<file path="config.mk">
export PLATFORM = sky130hd
export DESIGN_NAME = paralelo_serial_phytx
export DESIGN_NICKNAME = d
export VERILOG_FILES = /design/src/rtl/phy_pkg.sv /design/src/rtl/piso_shift8.sv /design/src/rtl/paralelo_serial_phytx.sv
export SDC_FILE = /design/constraint.sdc
export NUM_CORES = 1
export LEC_CHECK = 0
export CORE_MARGIN = 2
export CORE_UTILIZATION = 56
export CTS_CLUSTER_SIZE = 25
export DETAILED_ROUTE_END_ITERATION = 6
export GPL_ROUTABILITY_DRIVEN = 0
export PLACE_DENSITY_LB_ADDON = 0.05
export SLEW_MARGIN = 40
export SYNTH_ARGS = -nofsm -noshare
export SYNTH_HDL_FRONTEND = slang
export SYNTH_SLANG_ARGS = --single-unit
</file>
<file path="constraint.sdc">
create_clock -name clk_1 -period 2.4 [get_ports clk_1]
set_input_delay 0.48 -clock clk_1 [delete_from_list [all_inputs] [get_ports clk_1]]
set_output_delay 0.48 -clock clk_1 [all_outputs]
set_load 0.02 [all_outputs]
</file>
<file path="src/rtl/phy_pkg.sv">
// Symbol codes, FSM state encoding and link defaults shared by the PHY transmitter and receiver.
package phy_pkg;

  localparam logic [7:0] SYM_COM  = 8'hBC;
  localparam logic [7:0] SYM_IDLE = 8'h7C;

  localparam int COM_COUNT_DEF  = 4;
  localparam int COM_PERIOD_DEF = 16;

  typedef enum logic {
    ST_PREAMBLE = 1'b0,
    ST_LINK     = 1'b1
  } phy_state_t;

endpackage

</file>
<file path="src/rtl/piso_shift8.sv">
// 8-bit MSB-first serializer: loads i_sym when the bit counter is 0; each bit appears one clock after its slot.
// Free-running, no backpressure; o_sym_start marks the clock serial carries bit 7.
module piso_shift8 (
  input  logic       i_clk_1,
  input  logic       i_reset,
  input  logic [7:0] i_sym,
  output logic [2:0] o_bit_cnt,
  output logic       o_load,
  output logic       o_serial,
  output logic       o_sym_start
);

  logic [2:0] r_bit_cnt;
  logic [7:0] r_shift;
  logic       r_serial;
  logic       r_sym_start;

  assign o_load = (r_bit_cnt == 3'd0);

  // On the load edge r_shift[7] still holds bit 0 of the outgoing symbol.
  always_ff @(posedge i_clk_1) begin
    if (!i_reset) begin
      r_bit_cnt   <= 3'd0;
      r_shift     <= 8'h00;
      r_serial    <= 1'b0;
      r_sym_start <= 1'b0;
    end else begin
      r_bit_cnt   <= r_bit_cnt + 3'd1;
      r_serial    <= r_shift[7];
      r_sym_start <= (r_bit_cnt == 3'd1);
      if (o_load) begin
        r_shift <= i_sym;
      end else begin
        r_shift <= {r_shift[6:0], 1'b0};
      end
    end
  end

  assign o_bit_cnt   = r_bit_cnt;
  assign o_serial    = r_serial;
  assign o_sym_start = r_sym_start;

endmodule

</file>
<file path="src/rtl/paralelo_serial_phytx.sv">
// Parallel-to-serial PHY TX: COM preamble, then DATA/IDLE symbols; byte accepted on edge N shows MSB after N+2.
// valid/ready: one byte per symbol, ready_out only in the last bit slot. Optional COM_PERIODIC_EN re-inserts COM in idle runs.
module paralelo_serial_phytx
  import phy_pkg::*;
#(
  parameter int COM_COUNT  = COM_COUNT_DEF,
  parameter int COM_PERIOD = COM_PERIOD_DEF
) (
  input  logic       clk_1,
  input  logic       reset,
  input  logic [7:0] data_in,
  input  logic       valid_in,
  output logic       ready_out,
  output logic       serial_out,
  output logic       sym_start,
  output logic       active_out
);

  localparam int CCW = (COM_COUNT > 0) ? $clog2(COM_COUNT + 1) : 1;

  phy_state_t     r_state;
  phy_state_t     w_state_nxt;
  logic [CCW-1:0] r_com_cnt;
  logic           r_pend;
  logic [7:0]     r_data;
  logic           r_ready;
  logic           r_active;

  logic [2:0]     w_bit_cnt;
  logic           w_load;
  logic [7:0]     w_sym;
  logic           w_com_done;
  logic           w_send_com;
  logic           w_link_win;
  logic           w_period_com;
  logic           w_xfer;

  assign w_com_done = (r_com_cnt == CCW'(COM_COUNT));
  assign w_xfer     = valid_in && r_ready;

  always_ff @(posedge clk_1) begin
    if (!reset) begin
      r_state <= ST_PREAMBLE;
    end else begin
      r_state <= w_state_nxt;
    end
  end

  always_comb begin
    w_state_nxt = r_state;
    if ((r_state == ST_PREAMBLE) && w_load && w_com_done) begin
      w_state_nxt = ST_LINK;
    end
  end

  // The last preamble COM already opens the handshake window so the first LINK symbol can carry data.
  always_comb begin
    w_send_com = 1'b0;
    w_link_win = 1'b0;
    case (r_state)
      ST_PREAMBLE: begin
        w_send_com = !w_com_done;
        w_link_win = w_com_done;
      end
      ST_LINK: begin
        w_link_win = 1'b1;
      end
      default: begin
        w_send_com = 1'b0;
        w_link_win = 1'b0;
      end
    endcase
  end

  always_ff @(posedge clk_1) begin
    if (!reset) begin
      r_com_cnt <= '0;
    end else if (w_load && w_send_com) begin
      r_com_cnt <= r_com_cnt + CCW'(1);
    end
  end

`ifdef COM_PERIODIC_EN
  localparam int IW = $clog2(COM_PERIOD + 1);

  logic [IW-1:0] r_idle_cnt;

  assign w_period_com = !r_pend && (r_idle_cnt == IW'(COM_PERIOD));

  always_ff @(posedge clk_1) begin
    if (!reset) begin
      r_idle_cnt <= '0;
    end else if (w_load && !w_send_com) begin
      if (r_pend || w_period_com) begin
        r_idle_cnt <= '0;
      end else begin
        r_idle_cnt <= r_idle_cnt + IW'(1);
      end
    end
  end
`else
  logic w_unused_period;

  assign w_period_com    = 1'b0;
  assign w_unused_period = (COM_PERIOD > 0);
`endif

  always_comb begin
    w_sym = SYM_IDLE;
    if (w_send_com || w_period_com) begin
      w_sym = SYM_COM;
    end else if (r_pend) begin
      w_sym = r_data;
    end
  end

  // Capture happens in bit slot 7, the load one clock later, so the two never collide.
  always_ff @(posedge clk_1) begin
    if (!reset) begin
      r_pend <= 1'b0;
      r_data <= 8'h00;
    end else if (w_xfer) begin
      r_pend <= 1'b1;
      r_data <= data_in;
    end else if (w_load && !w_send_com) begin
      r_pend <= 1'b0;
    end
  end

  always_ff @(posedge clk_1) begin
    if (!reset) begin
      r_ready  <= 1'b0;
      r_active <= 1'b0;
    end else begin
      r_ready <= w_link_win && (w_bit_cnt == 3'd6);
      if (w_load && !w_send_com) begin
        r_active <= 1'b1;
      end
    end
  end

  piso_shift8 u_piso (
    .i_clk_1     (clk_1),
    .i_reset     (reset),
    .i_sym       (w_sym),
    .o_bit_cnt   (w_bit_cnt),
    .o_load      (w_load),
    .o_serial    (serial_out),
    .o_sym_start (sym_start)
  );

  assign ready_out  = r_ready;
  assign active_out = r_active;

endmodule

</file>
# ---- After elaboration in Yosys (flattened, before gate mapping)
# Cells that the tools add are included.
dict set report op_classes {
  bitwise_logic 4
  n_eq_ne 3
  n_reduce_logical 11
  n_addsub 2
  muxes 7
}
# operator count
set op_table {}
lappend op_table {{2-to-1 mux 8 bit} 3}
lappend op_table {{adder 3 x 1 -> 3 bit (second input constant)} 2}
lappend op_table {{equality test 3 bit (second input constant)} 2}
lappend op_table {{logical AND 1 bit} 6}
lappend op_table {{NOT 1 bit} 4}
lappend op_table {{OR reduction 4 bit} 1}
lappend op_table {{equality test 3 x 1 -> 1 bit (second input constant)} 1}
lappend op_table {{zero test 3 bit} 1}
lappend op_table {{2-to-1 mux 1 bit} 3}
lappend op_table {{zero test 1 bit} 2}
lappend op_table {{case mux 1 bit (2 select lines)} 1}
lappend op_table {{nonzero test 2 bit} 1}
dict set report word_totals {
  inputBits 11
  elab_cells 38
  ff_bits 28
}

# ---- Depth between registers and ports, before layout
dict set report depth {
  word_depth 7
  depth_mapped 6
}

# ---- By module
# From an unflattened synthesis, not the netlist that was laid out.
dict set report unflattened {
  cells_unflattened 130
  hier_area_um2 1164.9
}
# module cells_each area_each_um2 instances seq_area_each_um2
set modules_own_cells {}
lappend modules_own_cells {paralelo_serial_phytx 80 656.9 1 300.3}
lappend modules_own_cells {piso_shift8 50 508.0 1 260.2}

# ---- Least setup slack after synthesis
# Ideal clock, no wire load.
dict set report synth_path {
  kind {reg2reg}
  startpoint {register u_piso.r_bit_cnt[0] (netlist: u_piso.o_bit_cnt[0])}
  endpoint {register u_piso.r_shift[2]}
  stages_incl_launch_ff 6
  slack_ns 1.175
  path_buffers 1
  period_less_slack_ns 1.225
  setup_ns 0.119
  t_arrival_ns 1.107
  required_ns 2.281
  cell_sequence {dfxtp_1 -> inv_1 -> ha_1 -> nor2b_4 -> buf_6 -> o221a_1}
}
dict set report synth_between {
  elab_chain_len 2
}
# element line
set synth_rtl {}
lappend synth_rtl {{start, declared} piso_shift8.sv:13} ;# logic [2:0] r_bit_cnt;
lappend synth_rtl {{start signal, assigned} piso_shift8.sv:28} ;# r_bit_cnt <= r_bit_cnt + 3'd1;
lappend synth_rtl {{zero test 3 bit} piso_shift8.sv:18} ;# assign o_load = (r_bit_cnt == 3'd0);
lappend synth_rtl {{2-to-1 mux 8 bit} piso_shift8.sv:31} ;# if (o_load) begin
lappend synth_rtl {{end signal, assigned} piso_shift8.sv:32} ;# r_shift <= i_sym;
lappend synth_rtl {{end signal, assigned} piso_shift8.sv:34} ;# r_shift <= {r_shift[6:0], 1'b0};
lappend synth_rtl {{end, declared} piso_shift8.sv:14} ;# logic [7:0] r_shift;
# No other way between the ends.
# A chain may end at the register's enable or synchronous reset.

# ---- Worst setup path after layout
dict set report layout_path {
  startpoint {register r_ready (netlist: ready_out)}
  endpoint {output ready_out}
}
# element line
set layout_rtl {}
lappend layout_rtl {{start, declared} paralelo_serial_phytx.sv:26} ;# logic r_ready;
lappend layout_rtl {{start signal, assigned} paralelo_serial_phytx.sv:135} ;# r_ready <= w_link_win && (w_bit_cnt == 3'd6);
lappend layout_rtl {{end, declared} paralelo_serial_phytx.sv:13} ;# output logic ready_out,
# No word-level cell between the ends.

==> metrics.txt <==
area leader, netlist dfxtp_1; final wirelength between 1.5 and 2 mm; GRT Residual Overflow 0; worst slack, placed approximately 0.82 ns; DIE WIDTH about 49 µm; buffers plus inverters on the worst setup path 1; Synth Cell Area about 0.0011 mm²; postcts setup bufs 0; Worst-Margin Slew ~0.36 ns; Startpoint Class flop; VDD IR max around 0.45 mV; clock sinks 28; vias per cell between 5 and 6; Worst Path Max Fanout 3; CP peak stage delay between 0.6 and 0.7 ns; synthesized flop and latch total 28; part of the cycle the worst path needs 0.744; Hold Crit Class flop to flop; Initial Utilization 0.585; vias in the first global route ~770; RSZ-0062 raised after global routing no; Avg Inst Size Synth 9.95 µm²; Nets 145; most frequent cells in the layout dfxtp_1, nand2_1, clkdlybuf4s50_1; DR iter-0 viols 15; Pleak 0.509 nW; DR DRC count 0; status finished clean; crit path DAT between 1 and 1.5 ns; post-route minimum period approximately 1.8 ns; Critical Path RT 1.92 ns; Global Route Usage Sum 0.181; Crit path max-delay family buffers and inverters; CTS tree built; total power draw 0.000824 W; Reg2Reg Depth 5; post-synth top area share 0.498; PD cells approximately 630 mW/mm²; synth-to-layout area growth 16.7%; crit path kind flop to primary output; Die Footprint approximately 0.0024 mm²; area of the core ~0.0019 mm²; Pre-antenna DRT Iters 4; slew margin rel. 0.761; cell depth of the worst setup path 1; clk root buf clkbuf_4; critical path's slowest cell clkdlybuf4s50_1; via count between 700 and 800; hold-fix buffers at CTS 0; Setup Skew about 0.0073 ns; Clk Latency, worst-skew pair 0.32 ns; TritonCTS Buffers 3; ANT cells 0; Post-synth ARST share 0; Final Instance Count excl. Fillers between 150 and 200; WL per Instance between 10 and 15 µm; die height 48.8 µm; fmax 560 MHz; Resized cells post-CTS 0; Clock Path Buffers 2; FP Rows 16; synthesis warning total 0; Cell Chain, Critical Path clkdlybuf4s50_1; Worst Hold Margin ~0.45 ns; post-synth net total 130; Pins Over Slew Limit 0; Post-synth top flop dfxtp_1; EDFF count, synth 0; initial antenna violation count 0; number of cells on the worst hold path 2; HPWL after detailed placement 1.32 mm; CP endpoint kind primary output; # placed instances 150; max-cap violations 0; Synth area leaders dfxtp_1, nand2_1, ha_1, a21boi_0, o221a_1; cell count after synthesis about 110; Fin. Hold Viols 0; fin worst setup slack a little over 0.6 ns; global-route wire length before repair ~3.4 mm; H-tree levels 1; register area share after synthesis 0.498; final setup fails 0; distinct cell type count after synthesis 26; Reg clk slew, reported paths 0.14 ns; port buffer count 14; fraction of layout cells with a size suffix above 1 0.0787; post-route ant nets 0; most common cell after layout, fill and taps aside dfxtp_1; setup_tns 0 ns; largest net degree at the start of global routing 31; Boundary Pins 15
[through the flow]
step	utilization	instance area (µm²)
final	0.683	1310
after global routing	0.683	1310
after CTS	0.683	1310
after detailed placement	0.664	1280
after global placement	0.664	1280
after floorplan	-	1120
[layer usage]
metal  up-vias  GRT usage  routed length, µm
met1       366      0.246                881
met3         0     0.0368                 60
met2        12      0.306                889
met5         -          0                  0
li1        412          -                  -
met4         0     0.0286                  0
[cells in the mapped netlist (4+ instances only)]
cell type,n
dfxtp_1,28
nand2_1,22
a21boi_0,8
ha_1,6
o21ai_1,5
a21boi_1,4
and2_1,4
inv_1,4
nand3_1,4
o221a_1,4
[final timing paths]
| kind | startpoint | endpoint | slack (ns) |
|---|---|---|---|
| max | ready_out | ready_out | 0.61 |
| min | u_piso.r_shift[5] | u_piso.r_shift[6] | 0.45 |
| max reg2reg | u_piso.o_bit_cnt[0] | u_piso.r_shift[5] | 0.91 |
| min reg2reg | u_piso.r_shift[5] | u_piso.r_shift[6] | 0.45 |
[power by group]
group	switching (W)	total [W]	internal [W]
sequential	0.0000123	0.000500	0.000488
combinational	0.0000505	0.000103	0.0000523
clock	0.000129	0.000222	0.0000927
[cell type report]
type,count,area (µm²)
Fill cell,162,609
Multi-Input combinational cell,76,519
Sequential cell,28,561
Timing Repair Buffer,15,148
Tap cell,27,33.8
Clock buffer,4,36.3
Inverter,4,15.0
[logic make-up (layout without fill, tap and decap cells)]
| group | after synthesis | count (layout) | synth area share |
|---|---|---|---|
| flip-flops | 28 | 28 | 0.498 |
| AO/OA/AOI/OAI | 27 | 27 | 0.186 |
| buffers and inverters | 9 | 23 | 0.0400 |
| multiplexers | 1 | 1 | 0.00890 |
| adder cells (fa/ha/maj) | 6 | 6 | 0.0667 |
| XOR/XNOR | 1 | 1 | 0.00779 |
| AND/OR/NAND/NOR | 41 | 41 | 0.192 |
[flip-flops by register name (all words and copies together) (netlist names)]
register / count
u_piso.o_serial: 1
r_data: 8
r_state: 1
u_piso.o_sym_start: 1
r_com_cnt: 3
u_piso.o_bit_cnt: 3
r_pend: 1
active_out: 1
ready_out: 1
u_piso.r_shift: 8
Power figures use the tool's default switching activity.
